**config.mk**
```make
export PLATFORM = sky130hd
export DESIGN_NAME = product_accumulator
export DESIGN_NICKNAME = d
export VERILOG_FILES = /design/src/rtl/product_accumulator_pkg.sv /design/src/rtl/sat_add_signed.sv /design/src/rtl/product_accumulator.sv
export SDC_FILE = /design/constraint.sdc
export NUM_CORES = 1
export LEC_CHECK = 0
export CAP_MARGIN = 15
export CORE_ASPECT_RATIO = 1.75
export CORE_MARGIN = 4
export CORE_UTILIZATION = 40
export CTS_BUF_LIST = sky130_fd_sc_hd__clkbuf_4
export DETAILED_ROUTE_END_ITERATION = 12
export PLACE_DENSITY = 0.63
export SYNTH_ARGS = -nofsm -noshare
export SYNTH_HDL_FRONTEND = slang
export SYNTH_SLANG_ARGS = --single-unit
```
**constraint.sdc**
```tcl
create_clock -name clk -period 8.42 [get_ports clk]
set_input_delay 1.263 -clock clk [delete_from_list [all_inputs] [get_ports clk]]
set_output_delay 1.263 -clock clk [all_outputs]
set_load 0.005 [all_outputs]
```
**src/rtl/product_accumulator_pkg.sv**
```systemverilog
// Shared widths, FSM state type and accumulator limits for the product accumulator.
package product_accumulator_pkg;

  localparam int PROD_W = 32;
  localparam int ACC_W  = 40;
  localparam int CNT_W  = 8;

  typedef enum logic [0:0] {
    ACC  = 1'b0,
    HOLD = 1'b1
  } state_t;

  localparam logic signed [ACC_W-1:0] ACC_MAX = {1'b0, {(ACC_W-1){1'b1}}};
  localparam logic signed [ACC_W-1:0] ACC_MIN = {1'b1, {(ACC_W-1){1'b0}}};

endpackage

```
**src/rtl/sat_add_signed.sv**
```systemverilog
// Combinational signed add of a narrow term into a wider accumulator, clamped to the
// accumulator range; clamp flags that the true sum fell outside it.
module sat_add_signed #(
  parameter int IN_W  = 32,
  parameter int ACC_W = 40
) (
  input  logic [ACC_W-1:0] acc,
  input  logic [IN_W-1:0]  addend,
  output logic [ACC_W-1:0] sum,
  output logic             clamp
);

  logic [ACC_W:0] wide;

  assign wide = {acc[ACC_W-1], acc} + {{(ACC_W+1-IN_W){addend[IN_W-1]}}, addend};

  // Top two bits differ only when the exact sum no longer fits in ACC_W bits.
  assign clamp = wide[ACC_W] ^ wide[ACC_W-1];

  always_comb begin
    sum = wide[ACC_W-1:0];
    if (clamp) begin
      sum = wide[ACC_W] ? {1'b1, {(ACC_W-1){1'b0}}} : {1'b0, {(ACC_W-1){1'b1}}};
    end
  end

endmodule

```
**src/rtl/product_accumulator.sv**
```systemverilog
// Accumulates a packet of signed products into a saturating sum and presents the sum,
// term count and overflow flag on a valid/ready result port.
module product_accumulator #(
  parameter int PROD_W = product_accumulator_pkg::PROD_W,
  parameter int ACC_W  = product_accumulator_pkg::ACC_W,
  parameter int CNT_W  = product_accumulator_pkg::CNT_W
) (
  input  logic              clk,
  input  logic              rst_n,
  input  logic              clear,
  input  logic              in_valid,
  output logic              in_ready,
  input  logic [PROD_W-1:0] in_product,
  input  logic              in_last,
  output logic              out_valid,
  input  logic              out_ready,
  output logic [ACC_W-1:0]  out_acc,
  output logic [CNT_W-1:0]  out_count,
  output logic              out_ovf
);

  import product_accumulator_pkg::*;

  state_t           state_reg, state_next;
  logic [ACC_W-1:0] acc_reg, acc_next;
  logic [CNT_W-1:0] count_reg, count_next;
  logic             ovf_reg, ovf_next;
  logic             out_valid_reg, out_valid_next;
  logic [ACC_W-1:0] out_acc_reg, out_acc_next;
  logic [CNT_W-1:0] out_count_reg, out_count_next;
  logic             out_ovf_reg, out_ovf_next;

  logic [ACC_W-1:0] sum;
  logic             clamp;
  logic [CNT_W-1:0] count_inc;

  sat_add_signed #(
    .IN_W  (PROD_W),
    .ACC_W (ACC_W)
  ) u_sat_add (
    .acc    (acc_reg),
    .addend (in_product),
    .sum    (sum),
    .clamp  (clamp)
  );

  assign count_inc = (count_reg == {CNT_W{1'b1}}) ? count_reg : count_reg + CNT_W'(1);
  assign in_ready  = (state_reg == ACC) && !clear;

  always_comb begin
    state_next     = state_reg;
    acc_next       = acc_reg;
    count_next     = count_reg;
    ovf_next       = ovf_reg;
    out_valid_next = out_valid_reg;
    out_acc_next   = out_acc_reg;
    out_count_next = out_count_reg;
    out_ovf_next   = out_ovf_reg;
    case (state_reg)
      ACC: begin
        if (clear) begin
          acc_next   = '0;
          count_next = '0;
          ovf_next   = 1'b0;
        end else if (in_valid) begin
          if (in_last) begin
            // Result registers capture the sum including this beat; the
            // running state restarts for the next packet.
            out_valid_next = 1'b1;
            out_acc_next   = sum;
            out_count_next = count_inc;
            out_ovf_next   = ovf_reg | clamp;
            acc_next       = '0;
            count_next     = '0;
            ovf_next       = 1'b0;
            state_next     = HOLD;
          end else begin
            acc_next   = sum;
            count_next = count_inc;
            ovf_next   = ovf_reg | clamp;
          end
        end
      end
      HOLD: begin
        if (out_ready) begin
          out_valid_next = 1'b0;
          state_next     = ACC;
        end
      end
      default: state_next = ACC;
    endcase
  end

  always_ff @(posedge clk or negedge rst_n) begin
    if (!rst_n) begin
      state_reg     <= ACC;
      acc_reg       <= '0;
      count_reg     <= '0;
      ovf_reg       <= 1'b0;
      out_valid_reg <= 1'b0;
      out_acc_reg   <= '0;
      out_count_reg <= '0;
      out_ovf_reg   <= 1'b0;
    end else begin
      state_reg     <= state_next;
      acc_reg       <= acc_next;
      count_reg     <= count_next;
      ovf_reg       <= ovf_next;
      out_valid_reg <= out_valid_next;
      out_acc_reg   <= out_acc_next;
      out_count_reg <= out_count_next;
      out_ovf_reg   <= out_ovf_next;
    end
  end

  assign out_valid = out_valid_reg;
  assign out_acc   = out_acc_reg;
  assign out_count = out_count_reg;
  assign out_ovf   = out_ovf_reg;

endmodule
```
==> After elaboration in Yosys (flattened, before gate mapping) <==
Cells that the tools add are included.
{ "totals": {"word_cells": 47, "regBits": 100, "output_inout_bits": 51, "inputBits": 38} }
{ "classes": {"addsub": 2, "bitwise_logic": 4, "reduce_logical": 6, "mux": 22, "n_eq_ne": 5} }
{ "ops": {"columns": ["operator", "n"], "rows": [
  ["$mux W40", 5],
  ["$add A40 B32 Y41", 1],
  ["$mux W8", 4],
  ["$mux W1", 11],
  ["$add A8 B1 Y8 const B", 1],
  ["$eq A8 B8 Y1 const B", 1],
  ["$ne A2 B2 Y1 const B", 4],
  ["$reduce_and A4 Y1", 2],
  ["$pmux W1 S2", 2],
  ["$not A1 Y1", 2],
  ["$reduce_and A2 Y1", 1],
  ["$reduce_bool A2 Y1", 1],
  ["$logic_and A1 B1 Y1", 1],
  ["$logic_not A1 Y1", 1],
  ["$or A1 B1 Y1", 1],
  ["$xor A1 B1 Y1", 1]
]} }

==> Depth between registers and ports, before layout <==
Gate-level depths: netlist of run 1.
{ "logic_depth": {"ltp_word": 6, "mapped_depth": 14} }

==> By module <==
From an unflattened synthesis of run 1, not the netlist that was laid out.
{ "hier_totals": {"hier_cells": 757, "area_unflattened_um2": 6801.5} }
{ "modules_own_cells": {"columns": ["module", "instances", "cells_each", "area_per_inst_um2"], "rows": [
  ["product_accumulator", 1, 369, 3927.5],
  ["sat_add_signed", 1, 388, 2874.0]
]} }

==> Worst setup path after synthesis of run 1 <==
OpenSTA, ideal clock, no wires.
{ "synth_timing": {"kind": "input -> register", "startpoint": "in in_product[0]", "endpoint": "reg acc_reg[2]", "setup_slack_ns": 4.308, "setup_ns": 0.087, "arrival_time_ns": 4.025, "path_stages": 14, "n_path_buf": 2, "path_cell_list": "ha_1 inv_1 fa_1 nand2b_1 a21o_1 a211oi_1 o21ai_1 a21oi_2 a311oi_1 nor2_1 buf_2 nand3_1 buf_2 o211ai_1"} }
{ "synth_via": {"elab_chain_len": 6} }
{ "synth_lines": {"columns": ["item", "line", "source"], "rows": [
  ["start, declared", "product_accumulator.sv:13", "input logic [PROD_W-1:0] in_product,"],
  ["$add A40 B32 Y41 *", "sat_add_signed.sv:15", "assign wide = {acc[ACC_W-1], acc} + {{(ACC_W+1-IN_W){addend[IN_W-1]}}, addend};"],
  ["$mux W40 / $xor A1 B1 Y1 (equally long branches)", "sat_add_signed.sv:23, sat_add_signed.sv:18", null],
  ["$mux W40 *", "sat_add_signed.sv:22", "if (clamp) begin"],
  ["$mux W40 *", "product_accumulator.sv:66", "if (in_last) begin"],
  ["$mux W40 *", "product_accumulator.sv:65", "end else if (in_valid) begin"],
  ["$mux W40 *", "product_accumulator.sv:61", "if (clear) begin"],
  ["end signal, assigned", "product_accumulator.sv:106", "acc_reg <= acc_next;"],
  ["end, declared", "product_accumulator.sv:25", "logic [ACC_W-1:0] acc_reg, acc_next;"]
]} }
Mark *: on every way between the ends. The rest lies on a longest branch, timed or not. The select of a mux whose other input is x is not followed.
A chain may end at the register's enable or synchronous reset.

==> Worst setup path in the final report of run 1 <==
{ "layout_timing": {"startpoint": "in in_product[0]", "endpoint": "reg acc_reg[0]"} }
Same word-level chain as after synthesis.

==> impl_metrics.ini, run 1 <==
[timing]
report.final.slew_viol_count = 0
achievable-frequency_ghz = 0.206
hold_slack_ns = 0.498
clock_skew_ns = 0.0284
setup_viol_count_final = 0
slew-limit-headroom = 0.348
hold_violations = 0
rsz0062_at_grt = false
finalWorstPathRequiredPeriod_ns = 4.86
post-route-worst-setup-slack_ns = 3.56
fin_setup_tns_ns = 0
worst_slew_pin_slew_ns = 0.978
timing.final.crit_share = 0.578

[job]
drv.max_cap_violation_count = 0

[hold_path]
worstHoldPathType = register to register
hp-start = out_acc[18]
min_path_cells = 2
hold_end = out_acc[18]

[placed_design]
detailedPlacementHpwl_um = 15200
pre_cts_slack_ns = 2.88
place_congestion = 0.946
numPortBuffers = 88

[synthesis]
netlist-cell-type-count = 63
mappedNetlistArea_um2 = 6520
post_synth_most_frequent_cells = nand2_1 (109), dfrtp_1 (100), o21ai_0 (71)
synth_cells = 735
async_flop_share = 1.00
yosysTopAreaCellShare = 0.384
number_of_nets_produced_by_synthesis = 815
synth-edff-count = 0
synth_top_cell_by_area = dfrtp_1
synth_most_common_cell = nand2_1
ys_top_cells_by_area = dfrtp_1 (38%), ha_1 (7.9%), nand2_1 (6.3%)
post_syn_area_per_cell_um2 = 8.88
synth.yosys.warnings = 0
ys_seq_area_frac = 0.384
top_reg_cell_synth = dfrtp_1
ys_ff_latch = 100

[floorplanning]
core.rowCount = 61
number_of_primary_i_o_pins = 89
dieHeight_um = 177
dieArea_um2 = 18500
coreArea_um2 = 16000
initial_core_util = 0.409
floorplan.die.width_um = 105

[grt]
grt_pass1_wl_um = 32000
number_of_global_route_vias_before_repair = 6063
grt_max_degree = 76
antenna_found_initial = 1
grt.overflow.total = 0
groute.usage.overall = 0.220

[clock_network]
post_cts.repair.setup_buffers = 0
ctsRootBufferMaster = clkbuf_4
tritoncts_sinks = 100
holdBufCountCts = 0
postCtsResizedCells = 0
clk_latency_ns = 0.49
total_clock_buffers_created_by_cts = 9
htreeDepth = 3
cts-root-to-sink-buffers = 2
clock_tree_from_tritoncts = built
path_clk_slew_ns = 0.17

[routing]
number_of_design_rule_violations_left_by_the_first_detailed_router_iteration = 251
firstDrtPassIters = 4
post_drt_wl_per_cell_um = 20.0
vias = 5784
detail_route.vias_per_cell = 5.78
routed_wl_um = 20100
drt.antenna.violating_nets = 0
drcViolationCount = 0

[pwr]
power.leakage_nw = 3.34
vdd_drop_max_mv = 0.100
power_per_cell_area_nw_per_um2 = 213

[layout]
num-nets-final = 886
final_layout_size_suffix_gt1_frac = 0.0752
syn2layout_area_growth_pct = 18.0

[setup_path]
reg2reg_to = acc_reg[0]
worst-r2r-cell-count = 13
critPathLaunchType = primary input
critical_path.endpoint_type = register
crit-reg2reg-launch = acc_reg[0]
cp_data_required_time_ns = 8.85
timing.setup.critical_path_class = primary input to register
cp.arrival_ns = 5.30
setup.reg_to_reg.worst_slack_ns = 4.43
critical_path_peak_fanout = 23

[status]
outcome = completed
## metal layers
metal,share of wire,up-vias,track usage
met5,0,-,0
met4,0.047,0,0.116
met3,0.028,42,0.0296
met2,0.53,131,0.406
met1,0.40,2816,0.243
li1,-,2795,-
## worst max-delay path, stage by stage
cell             delay, ns
clkdlybuf4s50_1       0.47
ha_1                  0.20
inv_1                 0.06
fa_1                  0.38
nand2b_1              0.21
a21o_1                0.21
a211oi_1              0.45
o21ai_1               0.24
a21oi_2               0.35
a311oi_1              0.19
or2_0                 0.23
buf_4                 0.23
a21oi_1               0.55
a221o_1               0.25
## stage by stage
step,utilization,power (mW),instances,cell area [um2]
after floorplan,-,1.06,735,6520
after global routing,0.483,1.75,1001,7700
after detailed placement,0.473,1.39,983,7550
final,0.483,1.64,1001,7700
after CTS,0.482,1.65,999,7680
after global placement,0.473,1.38,983,7550
## worst max path at each step
stage,end,from,slack [ns],cells past startpoint
2_1_floorplan,acc_reg[2],in_product[0],4.31,14
4_1_cts,acc_reg[0],in_product[31],3.40,11
3_3_place_gp,acc_reg[0],in_product[31],2.95,11
3_5_place_dp,acc_reg[33],in_product[31],2.88,11
6_report,acc_reg[0],in_product[0],3.56,14
5_1_grt,acc_reg[0],in_product[0],3.17,14
## power breakdown
group / total (mW) / internal [mW] / switching [mW]
sequential: 0.644 / 0.580 / 0.0637
combinational: 0.733 / 0.358 / 0.375
clock: 0.261 / 0.0684 / 0.192
## area by class of cell
class                      count  area [um2]
multi-input combinational    586        3820
clock inverter                 7        68.8
clock buffer                   9        67.6
inverter                      11        41.3
timing repair buffer          98         957
sequential                   100        2500
antenna                        1        2.50
fill                        1542        8250
tap                          189         236
## kinds of logic (layout without fill, tap and decap cells)
group                      after synthesis  count (layout)  synth area share
xor gates and xnor gates                42              42            0.0575
buffers and inverters                   49             125            0.0332
AOI/OAI and AO/OA                      249             249             0.238
and+or+nand+nor                        221             221             0.152
adders and majority gates               63              63             0.116
other                                    0               1                 0
muxes                                   11              11            0.0196
DFF                                    100             100             0.384
## cells in the final DEF (no fill, tap or decap), drive strengths merged, types with 9 or more instances in the layout
master / n
clkdlybuf4s50: 87
maj3: 21
buf: 11
inv: 14
nor3: 9
a21o: 14
o21ai: 77
nand2: 109
a22o: 13
o211ai: 17
nor2: 48
nand3: 12
dfrtp: 100
xor2: 17
nand4: 11
ha: 41
clkbuf: 9
a31oi: 9
xnor2: 25
a21oi: 71
Note: power is estimated with default switching activity, not from simulation.
==> run 2: changes to the inputs <==
==> constraint.sdc (replaced) <==
create_clock -name clk -period 4.7 [get_ports clk]
set_input_delay 0.705 -clock clk [delete_from_list [all_inputs] [get_ports clk]]
set_output_delay 0.705 -clock clk [all_outputs]
set_load 0.005 [all_outputs]
==> run 2 against run 1 <==
Net effect:
- total power is 82% higher
- critical path type unchanged
- flip-flop and latch count stayed put
- worst hold slack worse by 0.24 ns
- count of clock-buffer cells in the layout stayed put
- non-clock buffer count is 14 higher
- largest cell class unchanged
- register-to-register slack worse by 3.4 ns
- sequential share of layout area is 0.58 points lower
- clock power is 100% higher
- setup slack worse by 2.8 ns
- global-route usage is 0.99 points lower
==> impl_metrics.ini, run 2 (synthesized netlist as in run 1, its figures left out) <==
[timing]
rsz0062_at_grt = false
fin_setup_tns_ns = 0
report.final.slew_viol_count = 0
setup_viol_count_final = 0
timing.final.crit_share = 0.840
hold_violations = 0
finalWorstPathRequiredPeriod_ns = 3.95
achievable-frequency_ghz = 0.253
slew-limit-headroom = 0.329
clock_skew_ns = 0.0242
worst_slew_pin_slew_ns = 1.01

[layout]
stdcell_area_um2 = 7840
syn2layout_area_growth_pct = 20.1
final_core_utilization = 0.491
num-nets-final = 900
layout_commonest_cell = nand2_1
mostFrequentLayoutCells = nand2_1 (109), dfrtp_1 (100), clkdlybuf4s50_1 (87)
final_layout_size_suffix_gt1_frac = 0.0909

[clock_network]
ctsRootBufferMaster = clkbuf_4
path_clk_slew_ns = 0.17
cts-root-to-sink-buffers = 2
holdBufCountCts = 0
total_clock_buffers_created_by_cts = 9
postCtsResizedCells = 0
clock_tree_from_tritoncts = built
htreeDepth = 3
post_cts.repair.setup_buffers = 0
tritoncts_sinks = 100
clk_latency_ns = 0.49

[floorplanning]
core.rowCount = 61
number_of_primary_i_o_pins = 89
dieArea_um2 = 18500
floorplan.die.width_um = 105
dieHeight_um = 177
initial_core_util = 0.409
coreArea_um2 = 16000

[grt]
grt_max_degree = 60
grt_pass1_wl_um = 31000
antenna_found_initial = 1
grt.overflow.total = 0
number_of_global_route_vias_before_repair = 6100
groute.usage.overall = 0.210

[setup_path]
cp.arrival_ns = 4.34
timing.setup.critical_path_class = primary input to register
critical_path_peak_fanout = 11
setup.reg_to_reg.worst_slack_ns = 1.06
critPathLaunchType = primary input
critical_path.endpoint_type = register
worst-r2r-cell-count = 13
cp_data_required_time_ns = 5.10
reg2reg_to = out_acc[8]
list_of_cells_traversed_by_the_critical_path = clkdlybuf4s50_1, ha_1, inv_1, fa_1, nand2b_1, a21o_1, a211oi_1, o21ai_1, a21oi_2, a311oi_1, or2_0, buf_4, maj3_1, o21ai_0
critical_path.max_stage_delay_ns = 0.54
slowest_stage = a211oi_1
crit-reg2reg-launch = acc_reg[0]

[routing]
drt.antenna.violating_nets = 0
firstDrtPassIters = 5
detail_route.vias_per_cell = 5.80
post_drt_wl_per_cell_um = 19.1
routed_wl_um = 19400
number_of_design_rule_violations_left_by_the_first_detailed_router_iteration = 283
vias = 5884
drcViolationCount = 0

[pwr]
power.leakage_nw = 3.43
power_per_cell_area_nw_per_um2 = 381
vdd_drop_max_mv = 0.173

[placed_design]
place_congestion = 0.962
post_dp_cell_area_um2 = 7670
numPortBuffers = 88
detailedPlacementHpwl_um = 14700

[job]
drv.max_cap_violation_count = 0

[hold_path]
worstHoldPathType = primary input to async pin

[status]
outcome = completed
-- run 2: layout make-up --
cell class,instances,area (um2)
clock inverter,7,95.1
multi-input combinational,586,3820
clock buffer,9,67.6
tap,189,236
timing repair buffer,112,1070
sequential,100,2500
inverter,11,41.3
antenna,1,2.50
fill,1515,8110
-- run 2: power breakdown --
group	leakage [nW]	switching, mW	total (mW)	internal [mW]
logic	2.05	0.657	1.32	0.662
registers	1.29	0.108	1.15	1.04
clock network	0.0873	0.343	0.521	0.178
-- run 2: worst max path at each step --
stage	startpoint	endpoint	slack, ns	depth (start not counted)
2_1_floorplan	in_product[0]	acc_reg[2]	1.15	14
3_3_place_gp	in_product[0]	out_acc[30]	0.30	14
3_5_place_dp	in_product[0]	out_acc[8]	0.24	14
4_1_cts	in_product[0]	acc_reg[0]	0.77	15
5_1_grt	in_product[0]	out_acc[15]	0.56	14
6_report	in_product[0]	out_acc[8]	0.75	14
-- run 2: per-layer routing --
layer | part of all wire | track usage
met1 | 0.40 | 0.241
met2 | 0.53 | 0.376
met3 | 0.037 | 0.0332
met4 | 0.036 | 0.108
met5 | 0 | 0
-- run 2: per-stage QoR --
stage / power [mW] / hold slack, ns / std cells / setup WS, ns
2_1_floorplan: 1.90 / 0.409 / 735 / 1.15
3_3_place_gp: 2.47 / 0.457 / 998 / 0.296
3_5_place_dp: 2.49 / 0.467 / 998 / 0.245
4_1_cts: 3.02 / 0.270 / 1014 / 0.766
5_1_grt: 3.19 / 0.288 / 1015 / 0.562
6_report: 2.99 / 0.257 / 1015 / 0.750
-- run 2: worst max-delay path: cells and delay by family --
family / cells / cell delay [ns]
adders and majority gates: 3 / 0.91
and+or+nand+nor: 2 / 0.46
buffers and inverters: 3 / 0.72
AOI/OAI and AO/OA: 6 / 1.54
==> run 3: changes to the inputs <==
--- a/config.mk
+++ b/config.mk
@@ -11,7 +11,7 @@
 export CORE_UTILIZATION = 40
 export CTS_BUF_LIST = sky130_fd_sc_hd__clkbuf_4
 export DETAILED_ROUTE_END_ITERATION = 12
-export PLACE_DENSITY = 0.63
+export PLACE_DENSITY = 0.66
 export SYNTH_ARGS = -nofsm -noshare
 export SYNTH_HDL_FRONTEND = slang
 export SYNTH_SLANG_ARGS = --single-unit
==> constraint.sdc (replaced) <==
create_clock -name clk -period 3.45 [get_ports clk]
set_input_delay 0.5175 -clock clk [delete_from_list [all_inputs] [get_ports clk]]
set_output_delay 0.5175 -clock clk [all_outputs]
set_load 0.005 [all_outputs]
==> run 3 against run 2 <==
Net effect:
- setup slack worse by 0.64 ns
- clock power up 32%
- critical path depth down 2
- clock skew up 0.0039 ns
- global-route usage up 0.58 points
- combinational power up 58%
==> impl_metrics.ini, run 3 (synthesized netlist as in run 1, its figures left out) <==
[status]
outcome = completed

[setup_path]
timing.setup.critical_path_class = primary input to register
critPathLaunchType = primary input
cp.arrival_ns = 3.76
critical_path.endpoint_type = register
cp_data_required_time_ns = 3.87
critical_path_peak_fanout = 3
worst-r2r-cell-count = 11

[clock_network]
cts-root-to-sink-buffers = 2
ctsRootBufferMaster = clkbuf_4
tritoncts_sinks = 100
holdBufCountCts = 0
clock_tree_from_tritoncts = built
clk_latency_ns = 0.49
total_clock_buffers_created_by_cts = 9
htreeDepth = 3
path_clk_slew_ns = 0.17

[hold_path]
worstHoldPathType = primary input to async pin

[routing]
detail_route.vias_per_cell = 5.38
number_of_design_rule_violations_left_by_the_first_detailed_router_iteration = 194
vias = 6181
drt.antenna.violating_nets = 0
firstDrtPassIters = 5
routed_wl_um = 19500
post_drt_wl_per_cell_um = 17.0
drcViolationCount = 0

[timing]
hold_slack_ns = 0.0119
rsz0062_at_grt = true
clock_skew_ns = 0.0281
hold_violations = 0
fin_setup_tns_ns = 0
slew-limit-headroom = 0.518
setup_viol_count_final = 0
report.final.slew_viol_count = 0
achievable-frequency_ghz = 0.299
worst_slew_pin_slew_ns = 0.723
post-route-worst-setup-slack_ns = 0.109
finalWorstPathRequiredPeriod_ns = 3.34
timing.final.crit_share = 0.968

[floorplanning]
initial_core_util = 0.409
dieHeight_um = 177
core.rowCount = 61
dieArea_um2 = 18500
coreArea_um2 = 16000
number_of_primary_i_o_pins = 89
floorplan.die.width_um = 105

[grt]
antenna_found_initial = 1
groute.usage.overall = 0.216
number_of_global_route_vias_before_repair = 6545
grt.overflow.total = 0
grt_pass1_wl_um = 32000
grt_max_degree = 47

[placed_design]
place_congestion = 0.882
post_dp_cell_area_um2 = 8690
numPortBuffers = 88
pre_cts_slack_ns = -0.498
detailedPlacementHpwl_um = 15500

[pwr]
vdd_drop_max_mv = 0.239
power_per_cell_area_nw_per_um2 = 489
power.leakage_nw = 4.09

[layout]
layout_commonest_cell = buf_4
syn2layout_area_growth_pct = 36.5
num-nets-final = 1034
final_layout_size_suffix_gt1_frac = 0.226
stdcell_area_um2 = 8900
mostFrequentLayoutCells = buf_4 (154), nand2_1 (109), dfrtp_1 (100)
fill_cells = 1477

[job]
drv.max_cap_violation_count = 0
[run 3: changes by cell type in the layout (fill, tap and decap cells not counted), sizes merged]
cell           delta
buf             +134
clkdlybuf4s50     -1
dlymetal6s2s      +1
[run 3: repair_timing]
| item | CTS | global route |
|---|---|---|
| setup endpoints to repair | 0 | 76 |
| resized for setup | 0 | 12 |
| buffers inserted | 0 | 0 |
[run 3: critical path, cell delays in order]
cell and delay, ns:
clkdlybuf4s50_1 0.42, ha_1 0.32, a21o_1 0.21, a211oi_1 0.40
a211oi_2 0.18, nor4_2 0.45, nor2_1 0.13, buf_4 0.16
a21boi_0 0.34, xor2_1 0.14, maj3_1 0.37, o21ai_1 0.11
[run 3: area by class of cell]
type | instances | area [um2] | area share
diodes | 1 | 2.50 | 0.000281
clock buffers | 9 | 67.6 | 0.00759
clock inverters | 7 | 92.6 | 0.0104
inverters | 11 | 41.3 | 0.00464
multi-input cells | 586 | 3860 | 0.433
flip-flops and latches | 100 | 2500 | 0.281
well taps | 189 | 236 | 0.0266
repair buffers | 246 | 2100 | 0.236
[run 3: metal layers]
layer / up-vias / part of all wire / track usage
met2: 117 / 0.54 / 0.408
met5: - / 0 / 0
met3: 33 / 0.030 / 0.0365
met4: 0 / 0.026 / 0.0754
li1: 3104 / - / -
met1: 2927 / 0.41 / 0.242
[run 3: per-stage QoR]
stage / utilization / cells / power (mW)
2_1_floorplan: - / 735 / 2.58
3_3_place_gp: 0.545 / 1132 / 3.66
3_5_place_dp: 0.545 / 1132 / 3.67
4_1_cts: 0.555 / 1148 / 4.38
5_1_grt: 0.558 / 1149 / 4.65
6_report: 0.558 / 1149 / 4.35
[run 3: power by group]
group	internal, mW	switching (mW)	total, mW	leakage [nW]
combinational	1.15	0.941	2.09	2.72
clock	0.240	0.448	0.688	0.0858
sequential	1.42	0.154	1.57	1.29
total	2.81	1.54	4.35	4.09
[run 3: worst paths after layout]
check                                    from          end  slack, ns
max in group asynchronous               rst_n  acc_reg[19]       2.61
worst min-delay path                    rst_n  out_acc[34]       0.01
worst min register to register    out_acc[18]  out_acc[18]       0.50
worst max-delay path            in_product[5]  out_acc[30]       0.11
worst max register to register     acc_reg[5]  out_acc[30]       0.16
min in group clk                  out_acc[18]  out_acc[18]       0.50
